--- config.mk ---
export PLATFORM = sky130hd
export DESIGN_NAME = alu_decode_pipe
export DESIGN_NICKNAME = d
export VERILOG_FILES = /design/src/rtl/alu_decode_pipe_pkg.sv /design/src/rtl/alu_decode_pipe_lane.sv /design/src/rtl/alu_decode_pipe.sv
export SDC_FILE = /design/constraint.sdc
export NUM_CORES = 1
export LEC_CHECK = 0
export ABC_AREA = 0
export CAP_MARGIN = 20
export CORE_AREA = 2 2 111 113
export CTS_BUF_LIST = sky130_fd_sc_hd__clkbuf_8
export CTS_CLUSTER_DIAMETER = 150
export DETAILED_ROUTE_END_ITERATION = 7
export DIE_AREA = 0 0 113 115
export SLEW_MARGIN = 20
export SYNTH_ARGS = -nofsm -noshare
export SYNTH_HDL_FRONTEND = slang
export SYNTH_HIERARCHICAL = 1
export SYNTH_SLANG_ARGS = --single-unit
--- constraint.sdc ---
create_clock -name clk -period 7.1 [get_ports clk]
set_input_delay 1.42 -clock clk [delete_from_list [all_inputs] [get_ports clk]]
set_output_delay 1.42 -clock clk [all_outputs]
set_load 0.005 [all_outputs]
--- src/rtl/alu_decode_pipe_pkg.sv ---
// Shared ALU-control constants: MIPS opcode/funct/rt encodings and the EXE_*_OP codes.
// The reserved-instruction flag is a single bit per lane alongside its EXE_*_OP code.
package alu_decode_pipe_pkg;

    localparam int unsigned ALUOP_W = 8;
    typedef logic [ALUOP_W-1:0] aluop_t;

    // Primary opcodes
    localparam logic [5:0] EXE_SPECIAL = 6'b000000;
    localparam logic [5:0] EXE_REGIMM  = 6'b000001;
    localparam logic [5:0] EXE_J       = 6'b000010;
    localparam logic [5:0] EXE_JAL     = 6'b000011;
    localparam logic [5:0] EXE_BEQ     = 6'b000100;
    localparam logic [5:0] EXE_BNE     = 6'b000101;
    localparam logic [5:0] EXE_BLEZ    = 6'b000110;
    localparam logic [5:0] EXE_BGTZ    = 6'b000111;
    localparam logic [5:0] EXE_ADDI    = 6'b001000;
    localparam logic [5:0] EXE_ADDIU   = 6'b001001;
    localparam logic [5:0] EXE_SLTI    = 6'b001010;
    localparam logic [5:0] EXE_SLTIU   = 6'b001011;
    localparam logic [5:0] EXE_ANDI    = 6'b001100;
    localparam logic [5:0] EXE_ORI     = 6'b001101;
    localparam logic [5:0] EXE_XORI    = 6'b001110;
    localparam logic [5:0] EXE_LUI     = 6'b001111;

    // SPECIAL funct field
    localparam logic [5:0] EXE_SLL   = 6'b000000;
    localparam logic [5:0] EXE_SRL   = 6'b000010;
    localparam logic [5:0] EXE_SRA   = 6'b000011;
    localparam logic [5:0] EXE_SLLV  = 6'b000100;
    localparam logic [5:0] EXE_SRLV  = 6'b000110;
    localparam logic [5:0] EXE_SRAV  = 6'b000111;
    localparam logic [5:0] EXE_JR    = 6'b001000;
    localparam logic [5:0] EXE_JALR  = 6'b001001;
    localparam logic [5:0] EXE_MFHI  = 6'b010000;
    localparam logic [5:0] EXE_MTHI  = 6'b010001;
    localparam logic [5:0] EXE_MFLO  = 6'b010010;
    localparam logic [5:0] EXE_MTLO  = 6'b010011;
    localparam logic [5:0] EXE_MULT  = 6'b011000;
    localparam logic [5:0] EXE_MULTU = 6'b011001;
    localparam logic [5:0] EXE_DIV   = 6'b011010;
    localparam logic [5:0] EXE_DIVU  = 6'b011011;
    localparam logic [5:0] EXE_ADD   = 6'b100000;
    localparam logic [5:0] EXE_ADDU  = 6'b100001;
    localparam logic [5:0] EXE_SUB   = 6'b100010;
    localparam logic [5:0] EXE_SUBU  = 6'b100011;
    localparam logic [5:0] EXE_AND   = 6'b100100;
    localparam logic [5:0] EXE_OR    = 6'b100101;
    localparam logic [5:0] EXE_XOR   = 6'b100110;
    localparam logic [5:0] EXE_NOR   = 6'b100111;
    localparam logic [5:0] EXE_SLT   = 6'b101010;
    localparam logic [5:0] EXE_SLTU  = 6'b101011;

    // REGIMM rt field
    localparam logic [4:0] EXE_BLTZ   = 5'b00000;
    localparam logic [4:0] EXE_BGEZ   = 5'b00001;
    localparam logic [4:0] EXE_BLTZAL = 5'b10000;
    localparam logic [4:0] EXE_BGEZAL = 5'b10001;

    // ALU control codes
    localparam aluop_t EXE_NOP_OP    = 8'h00;
    localparam aluop_t EXE_AND_OP    = 8'h01;
    localparam aluop_t EXE_OR_OP     = 8'h02;
    localparam aluop_t EXE_XOR_OP    = 8'h03;
    localparam aluop_t EXE_NOR_OP    = 8'h04;
    localparam aluop_t EXE_SLL_OP    = 8'h05;
    localparam aluop_t EXE_SLLV_OP   = 8'h06;
    localparam aluop_t EXE_SRL_OP    = 8'h07;
    localparam aluop_t EXE_SRLV_OP   = 8'h08;
    localparam aluop_t EXE_SRA_OP    = 8'h09;
    localparam aluop_t EXE_SRAV_OP   = 8'h0A;
    localparam aluop_t EXE_MFHI_OP   = 8'h0B;
    localparam aluop_t EXE_MTHI_OP   = 8'h0C;
    localparam aluop_t EXE_MFLO_OP   = 8'h0D;
    localparam aluop_t EXE_MTLO_OP   = 8'h0E;
    localparam aluop_t EXE_ADD_OP    = 8'h0F;
    localparam aluop_t EXE_ADDU_OP   = 8'h10;
    localparam aluop_t EXE_SUB_OP    = 8'h11;
    localparam aluop_t EXE_SUBU_OP   = 8'h12;
    localparam aluop_t EXE_SLT_OP    = 8'h13;
    localparam aluop_t EXE_SLTU_OP   = 8'h14;
    localparam aluop_t EXE_MULT_OP   = 8'h15;
    localparam aluop_t EXE_MULTU_OP  = 8'h16;
    localparam aluop_t EXE_DIV_OP    = 8'h17;
    localparam aluop_t EXE_DIVU_OP   = 8'h18;
    localparam aluop_t EXE_JR_OP     = 8'h19;
    localparam aluop_t EXE_JALR_OP   = 8'h1A;
    localparam aluop_t EXE_BLTZ_OP   = 8'h1B;
    localparam aluop_t EXE_BGEZ_OP   = 8'h1C;
    localparam aluop_t EXE_BLTZAL_OP = 8'h1D;
    localparam aluop_t EXE_BGEZAL_OP = 8'h1E;
    localparam aluop_t EXE_ANDI_OP   = 8'h1F;
    localparam aluop_t EXE_ORI_OP    = 8'h20;
    localparam aluop_t EXE_XORI_OP   = 8'h21;
    localparam aluop_t EXE_LUI_OP    = 8'h22;
    localparam aluop_t EXE_ADDI_OP   = 8'h23;
    localparam aluop_t EXE_ADDIU_OP  = 8'h24;
    localparam aluop_t EXE_SLTI_OP   = 8'h25;
    localparam aluop_t EXE_SLTIU_OP  = 8'h26;
    localparam aluop_t EXE_J_OP      = 8'h27;
    localparam aluop_t EXE_JAL_OP    = 8'h28;
    localparam aluop_t EXE_BEQ_OP    = 8'h29;
    localparam aluop_t EXE_BNE_OP    = 8'h2A;
    localparam aluop_t EXE_BGTZ_OP   = 8'h2B;
    localparam aluop_t EXE_BLEZ_OP   = 8'h2C;

endpackage

--- src/rtl/alu_decode_pipe_lane.sv ---
// Combinational per-lane decoder: opcode/rt/funct fields -> ALU control code and reserved flag.
module alu_decode_lane
    import alu_decode_pipe_pkg::*;
#(
    parameter int unsigned OP_W = 8
) (
    input  logic [5:0]      op,
    input  logic [4:0]      rt,
    input  logic [5:0]      funct,
    output logic [OP_W-1:0] alucontrol_c,
    output logic            ri_c
);

    aluop_t code;

    always_comb begin
        code = EXE_NOP_OP;
        ri_c = 1'b0;
        case (op)
            EXE_SPECIAL: begin
                case (funct)
                    EXE_AND:   code = EXE_AND_OP;
                    EXE_OR:    code = EXE_OR_OP;
                    EXE_XOR:   code = EXE_XOR_OP;
                    EXE_NOR:   code = EXE_NOR_OP;
                    EXE_SLL:   code = EXE_SLL_OP;
                    EXE_SLLV:  code = EXE_SLLV_OP;
                    EXE_SRL:   code = EXE_SRL_OP;
                    EXE_SRLV:  code = EXE_SRLV_OP;
                    EXE_SRA:   code = EXE_SRA_OP;
                    EXE_SRAV:  code = EXE_SRAV_OP;
                    EXE_MFHI:  code = EXE_MFHI_OP;
                    EXE_MTHI:  code = EXE_MTHI_OP;
                    EXE_MFLO:  code = EXE_MFLO_OP;
                    EXE_MTLO:  code = EXE_MTLO_OP;
                    EXE_ADD:   code = EXE_ADD_OP;
                    EXE_ADDU:  code = EXE_ADDU_OP;
                    EXE_SUB:   code = EXE_SUB_OP;
                    EXE_SUBU:  code = EXE_SUBU_OP;
                    EXE_SLT:   code = EXE_SLT_OP;
                    EXE_SLTU:  code = EXE_SLTU_OP;
                    EXE_MULT:  code = EXE_MULT_OP;
                    EXE_MULTU: code = EXE_MULTU_OP;
                    EXE_DIV:   code = EXE_DIV_OP;
                    EXE_DIVU:  code = EXE_DIVU_OP;
                    EXE_JR:    code = EXE_JR_OP;
                    EXE_JALR:  code = EXE_JALR_OP;
                    default:   ri_c = 1'b1;
                endcase
            end
            EXE_REGIMM: begin
                case (rt)
                    EXE_BLTZ:   code = EXE_BLTZ_OP;
                    EXE_BGEZ:   code = EXE_BGEZ_OP;
                    EXE_BLTZAL: code = EXE_BLTZAL_OP;
                    EXE_BGEZAL: code = EXE_BGEZAL_OP;
                    default:    ri_c = 1'b1;
                endcase
            end
            EXE_ANDI:  code = EXE_ANDI_OP;
            EXE_ORI:   code = EXE_ORI_OP;
            EXE_XORI:  code = EXE_XORI_OP;
            EXE_LUI:   code = EXE_LUI_OP;
            EXE_ADDI:  code = EXE_ADDI_OP;
            EXE_ADDIU: code = EXE_ADDIU_OP;
            EXE_SLTI:  code = EXE_SLTI_OP;
            EXE_SLTIU: code = EXE_SLTIU_OP;
            EXE_J:     code = EXE_J_OP;
            EXE_JAL:   code = EXE_JAL_OP;
            EXE_BEQ:   code = EXE_BEQ_OP;
            EXE_BNE:   code = EXE_BNE_OP;
            EXE_BGTZ:  code = EXE_BGTZ_OP;
            EXE_BLEZ:  code = EXE_BLEZ_OP;
            default:   ri_c = 1'b1;
        endcase
    end

    assign alucontrol_c = OP_W'(code);

endmodule

--- src/rtl/alu_decode_pipe.sv ---
// Multi-lane registered ALU-control decoder with a 2-entry skid buffer on a valid/ready handshake.
// Beats are decoded on entry; out_* come straight from the head register.
module alu_decode_pipe
    import alu_decode_pipe_pkg::*;
#(
    parameter int unsigned LANES   = 1,
    parameter int unsigned INSTR_W = 32,
    parameter int unsigned OP_W    = 8
) (
    input  logic                     clk,
    input  logic                     rst,
    input  logic                     flush,
    input  logic                     in_valid,
    output logic                     in_ready,
    input  logic [LANES*INSTR_W-1:0] in_instr,
    output logic                     out_valid,
    input  logic                     out_ready,
    output logic [LANES*INSTR_W-1:0] out_instr,
    output logic [LANES*OP_W-1:0]    out_alucontrol,
    output logic [LANES-1:0]         out_ri
);

    localparam int unsigned IW = LANES * INSTR_W;
    localparam int unsigned AW = LANES * OP_W;
    localparam logic [AW-1:0] NOP_ALL = {LANES{OP_W'(EXE_NOP_OP)}};

    logic [AW-1:0]    dec_alu;
    logic [LANES-1:0] dec_ri;

    for (genvar i = 0; i < LANES; i++) begin : g_lane
        alu_decode_lane #(.OP_W(OP_W)) u_lane (
            .op           (in_instr[i*INSTR_W+26 +: 6]),
            .rt           (in_instr[i*INSTR_W+16 +: 5]),
            .funct        (in_instr[i*INSTR_W +: 6]),
            .alucontrol_c (dec_alu[i*OP_W +: OP_W]),
            .ri_c         (dec_ri[i])
        );
    end

    logic [1:0]       count;
    logic [1:0]       count_next;
    logic [IW-1:0]    skid_instr;
    logic [AW-1:0]    skid_alu;
    logic [LANES-1:0] skid_ri;
    logic             push;
    logic             pop;
    logic             load_head_new;
    logic             load_head_skid;
    logic             load_skid;

    assign push = in_valid && in_ready;
    assign pop  = out_valid && out_ready;

    // Occupancy and load steering; flush overrides any push/pop this cycle.
    always_comb begin
        count_next     = count;
        load_head_new  = 1'b0;
        load_head_skid = 1'b0;
        load_skid      = 1'b0;
        if (flush) begin
            count_next = 2'd0;
        end else begin
            case (count)
                2'd0: if (push) begin
                    count_next    = 2'd1;
                    load_head_new = 1'b1;
                end
                2'd1: if (push && pop) begin
                    load_head_new = 1'b1;
                end else if (push) begin
                    count_next = 2'd2;
                    load_skid  = 1'b1;
                end else if (pop) begin
                    count_next = 2'd0;
                end
                2'd2: if (pop) begin
                    count_next     = 2'd1;
                    load_head_skid = 1'b1;
                end
                default: count_next = 2'd0;
            endcase
        end
    end

    // Flags are registered copies of count_next so in_ready never depends on out_ready.
    always_ff @(posedge clk or posedge rst) begin
        if (rst) begin
            count          <= 2'd0;
            out_valid      <= 1'b0;
            in_ready       <= 1'b1;
            out_instr      <= '0;
            out_alucontrol <= NOP_ALL;
            out_ri         <= '0;
            skid_instr     <= '0;
            skid_alu       <= NOP_ALL;
            skid_ri        <= '0;
        end else begin
            count     <= count_next;
            out_valid <= (count_next != 2'd0);
            in_ready  <= (count_next != 2'd2);
            if (load_head_new) begin
                out_instr      <= in_instr;
                out_alucontrol <= dec_alu;
                out_ri         <= dec_ri;
            end else if (load_head_skid) begin
                out_instr      <= skid_instr;
                out_alucontrol <= skid_alu;
                out_ri         <= skid_ri;
            end
            if (load_skid) begin
                skid_instr <= in_instr;
                skid_alu   <= dec_alu;
                skid_ri    <= dec_ri;
            end
        end
    end

endmodule

; ---- Word-level counts from Yosys, hierarchy flattened
; Index checks and enable logic that the tools add are counted.
[totals]
out_inout_bits = 43
wordCells = 96
regBits = 86
[op_classes]
mux = 29
eq_ne = 46
reduce_logical = 12
[ops]
columns = op, n
row1 = $pmux W5 S26, 1
row2 = $pmux W8 S16, 1
row3 = $mux W32, 2
row4 = $eq A6 B4 Y1 const B, 10
row5 = $eq A6 B6 Y1 const B, 10
row6 = $eq A6 B5 Y1 const B, 8
row7 = $eq A6 B3 Y1 const B, 7
row8 = $reduce_or A26 Y1, 1
row9 = $eq A6 B2 Y1 const B, 4
row10 = $pmux W5 S4, 1
row11 = $mux W8, 2
row12 = $reduce_or A14 Y1, 1
row13 = $mux W1, 13
row14 = $logic_not A6 Y1, 2
row15 = $mux W2, 6
row16 = $eq A5 B5 Y1 const B, 2
row17 = $eq A6 B1 Y1 const B, 1
row18 = $pmux W2 S3, 1
row19 = $eq A5 B1 Y1 const B, 1
row20 = $logic_not A5 Y1, 1
row21 = $reduce_bool A2 Y1, 2
row22 = $reduce_or A4 Y1, 1
row23 = $logic_and A1 B1 Y1, 3
row24 = $pmux W1 S3, 1
row25 = other kinds (5), 5

; ---- Longest topological paths before layout
[logic_depth]
ltp_word = 7
mapped_depth = 8
ltp_nobuf = 7

; ---- Modules after synthesis
; Netlist, hierarchy kept.
[by_module_without_submodules]
columns = module, seq_area_each_um2, area_each_um2, cells_per_inst, instances
row1 = alu_decode_pipe, 2153.3, 4073.9, 347, 1
row2 = alu_decode_lane, 0.0, 696.9, 106, 1

; ---- Least setup slack after synthesis
; Ideal clock, no wire load.
[synth_timing]
path_kind = input to register
start = in out_ready
end = reg skid_alu[0]
setup_time_ns = 0.125
stages = 5
slack_ns = 4.344
t_arrival_ns = 2.631
required_ns = 6.975
cell_sequence = a21boi_4 -> or4b_1 -> buf_6 -> buf_8 -> mux2_4
[synth_between]
elab_chain_cells = 5
[synth_lines]
columns = element, line_no
row1 = start: declaration, alu_decode_pipe.sv:17  ; input logic out_ready,
row2 = $logic_and A1 B1 Y1, alu_decode_pipe.sv:52  ; assign pop = out_valid && out_ready;
row3 = $logic_and A1 B1 Y1, alu_decode_pipe.sv:68  ; 2'd1: if (push && pop) begin
row4 = $mux W1, alu_decode_pipe.sv:68
row5 = $mux W1, alu_decode_pipe.sv:63  ; case (count)
row6 = $mux W1, alu_decode_pipe.sv:60  ; if (flush) begin
row7 = end signal: assignment, alu_decode_pipe.sv:112  ; skid_alu <= dec_alu;
row8 = end: declaration, alu_decode_pipe.sv:43  ; logic [AW-1:0] skid_alu;
; No other way between the ends.
; A chain may end at the register's enable or synchronous reset.

; ---- Final worst setup path
[layout_timing]
start = in out_ready
end = reg out_alucontrol[1]
[layout_between]
elab_chain_cells = 6
word_cells_on_any_way = 10
cone_classes = mux: 7 / reduce/logical: 3
[layout_lines]
columns = element, line_no
row1 = $logic_and A1 B1 Y1 *, alu_decode_pipe.sv:52
row2 = $logic_and A1 B1 Y1, alu_decode_pipe.sv:68
row3 = $mux W1, alu_decode_pipe.sv:68
row4 = $pmux W1 S2, alu_decode_pipe.sv:63
row5 = $mux W1, alu_decode_pipe.sv:60
row6 = $mux W8 / $reduce_bool A2 Y1 (equally long branches), n/a
row7 = end signal: assignment, alu_decode_pipe.sv:103  ; out_alucontrol <= dec_alu;
row8 = end signal: assignment, alu_decode_pipe.sv:107  ; out_alucontrol <= skid_alu;
row9 = end: declaration, alu_decode_pipe.sv:19  ; output logic [LANES*OP_W-1:0] out_alucontrol,
; Every way passes the cells marked *; elsewhere a longest branch is shown, timed or not.

==> flow_summary.json <==
{
  "outcome": "complete, but fails checks",
  "violations": "design-rule violations",
  "numCtsBuffers": 9,
  "drc": 5,
  "finalSetupViolCount": 0,
  "nNetsFinal": 540,
  "wire_per_inst_um": 18.15,
  "io_pins": 80,
  "top_layer": "met4",
  "cp.required_ps": 7330,
  "period_minus_slack_ps": 3842,
  "ys_types": 60,
  "dpl.hpwl_mm": 7.355,
  "crit_end": "out_alucontrol[1]",
  "antenna_cells": 0,
  "final_cell_mix": "dfrtp_1 (85), clkdlybuf4s50_1 (78), nor3_1 (45)",
  "synthCells": 453,
  "rsz0062_at_grt": "false",
  "cts_setup_buffers": 0,
  "hold_path_depth": 1,
  "final_common_cell": "dfrtp_1",
  "die_h_um": 115,
  "coreArea_mm2": 0.01181,
  "period_share": 0.5412,
  "cts_tree": "done",
  "grt_max_degree": 88,
  "worstPathMaxFanout": 25,
  "drt-pass1-iter-count": 7,
  "timing.rr.end": "out_alucontrol[1]",
  "p_leak_nw": 2.283,
  "critPathLaunch": "out_ready",
  "path_class": "in -> reg",
  "crit_path_end_kind": "register",
  "post_drt_via_cell_ratio": 5.740,
  "fmaxAchievable_mhz": 260.2,
  "wirelength_met1_mm": 5.348,
  "synth_ff_type": "dfrtp_1",
  "clockRootBuffer": "clkbuf_8",
  "setup_ws_ps": 3258,
  "grt_overflow": 0,
  "hp-class": "reg -> reg",
  "hold_buffers": 0,
  "grt_usage": 0.1898,
  "arrival_ps": 4070,
  "hold_viol_final": 0,
  "area_growth_pct": 19.70,
  "ys_ff_latch": 86,
  "port_buffers": 79,
  "met2WireLength_mm": 5.953,
  "async_reset_ff_frac": 1.000,
  "yosysWarnings": 6,
  "place_ws_ps": 2855,
  "ys_seq_area_frac": 0.4514,
  "cts.path.max_buffers": 2,
  "antenna_left": 0,
  "vias": 3760,
  "initial_utilization": 0.4039,
  "grt_pass1_vias": 3796,
  "htreeDepth": 3,
  "reg2reg_slack_ps": 4390,
  "drive_above_1_share": 0.1535,
  "avgSynthCellArea_um2": 10.53,
  "relSlewSlack": 0.3948,
  "powerDensity_mw_per_mm2": 256.1,
  "maxCapViolCount": 0,
  "r2r_start": "count[0]",
  "place_congestion": 0.7799,
  "finalSetupTns_ps": 0,
  "dieArea_mm2": 0.01300,
  "first_iter_violations": 203,
  "ir_drop_mv": 0.1307,
  "fp-row-count": 40,
  "cp-start-kind": "input pin",
  "synth_area_mm2": 0.004771,
  "fp.dieW_um": 113,
  "grt_antenna_before_repair": 0,
  "drv_slew": 0,
  "clock-sinks": 86,
  "wl_met3_um": 515,
  "finalClockSkew_ps": 7.915,
  "reg2reg_depth": 5,
  "synth_edf_count": 0,
  "grt_pass1_wl_mm": 19.82,
  "clk_pin_slew_ps": 80,
  "drt_wl_total_mm": 11.89,
  "worst_slew_pin_slew_ps": 907.9,
  "clk_latency_ps": 360,
  "post_cts_resize_count": 0
}
layout make-up:
| type | count | area, µm² |
|---|---|---|
| clock inverters | 6 | 31.28 |
| inverters | 5 | 20.02 |
| flip-flops and latches | 86 | 2153 |
| clock buffers | 10 | 137.6 |
| well taps | 147 | 183.9 |
| repair buffers | 85 | 830.8 |
| multi-input cells | 316 | 2354 |
| fillers | 1119 | 6101 |
cell usage after synthesis, types with 2 or more instances:
cell type  instances  area (µm²)
buf_8              4       60.06
clkbuf_1          33       123.9
a211o_1            2       17.52
nand4b_1           3       26.28
o21ai_0           39       195.2
dfrtp_1           85        2127
buf_4              5       37.54
o211ai_1           2       15.01
buf_2              3       15.01
inv_1              4       15.01
a21oi_1           12       60.06
nand2b_1           6       37.54
a221oi_1           2       17.52
mux2_4            41       615.6
nor2_1            10       37.54
nor2_4             2       22.52
nand3b_1          41       307.8
mux2i_1            3       30.03
nor3_1            45       225.2
nor2_2             3       18.77
a211oi_1           2       15.01
nand3_1            2       10.01
o31ai_1            3       22.52
buf_6              2       22.52
a31oi_1           44       275.3
nand2_1           10       37.54
o21ai_1            9       45.04
xnor2_1            4       35.03
metrics by stage:
stage	util	hold slack, ps	power [mW]	area [µm²]	cells
2_1_floorplan	-	464.4	0.9599	4775	454
3_3_place_gp	0.4692	475.4	1.152	5542	639
3_5_place_dp	0.4692	493.3	1.164	5542	639
4_1_cts	0.4835	515.8	1.483	5710	655
5_1_grt	0.4835	535.6	1.552	5710	655
6_report	0.4835	515.1	1.463	5710	655
critical path, cell delays in order:
cell	delay, ps
clkdlybuf4s50_1	540
a21boi_4	620
buf_4	390
or2_1	530
buf_4	390
a31oi_1	130
report_power, final:
part	switching, mW	total [mW]	internal (mW)
registers	0.0858	0.718	0.632
clock network	0.176	0.308	0.132
logic	0.158	0.436	0.278
total	0.420	1.46	1.04
sequential cells by signal, indices dropped and copies added (netlist names):
| signal | cells |
|---|---|
| skid_ri | 1 |
| out_valid | 1 |
| in_ready | 1 |
| skid_alu | 8 |
| skid_instr | 32 |
| count | 2 |
| out_instr | 32 |
| out_alucontrol | 8 |
| out_ri | 1 |
worst min path at each step:
| stage | startpoint | endpoint | slack (ps) |
|---|---|---|---|
| floorplan | skid_instr[1] | skid_instr[1] | 460 |
| detailed placement | skid_instr[13] | skid_instr[13] | 490 |
| CTS | skid_instr[14] | skid_instr[14] | 520 |
| global placement | skid_instr[1] | skid_instr[1] | 480 |
| global route | skid_instr[3] | skid_instr[3] | 540 |
| finish | skid_instr[13] | skid_instr[13] | 520 |
metal layers:
| layer | up-vias | GRT usage |
|---|---|---|
| met1 | 1882 | 0.2607 |
| met5 | - | 0 |
| met4 | 0 | 0.03902 |
| li1 | 1784 | - |
| met2 | 88 | 0.3118 |
| met3 | 6 | 0.04217 |
kinds of logic after synthesis:
kind of cell,synth area share
AO/OA/AOI/OAI,0.1650
buffers and inverters,0.05822
XOR/XNOR,0.009179
flip-flops,0.4514
multiplexers,0.1377
AND/OR/NAND/NOR,0.1778
other,0.0007860
Power figures use the tool's default switching activity.
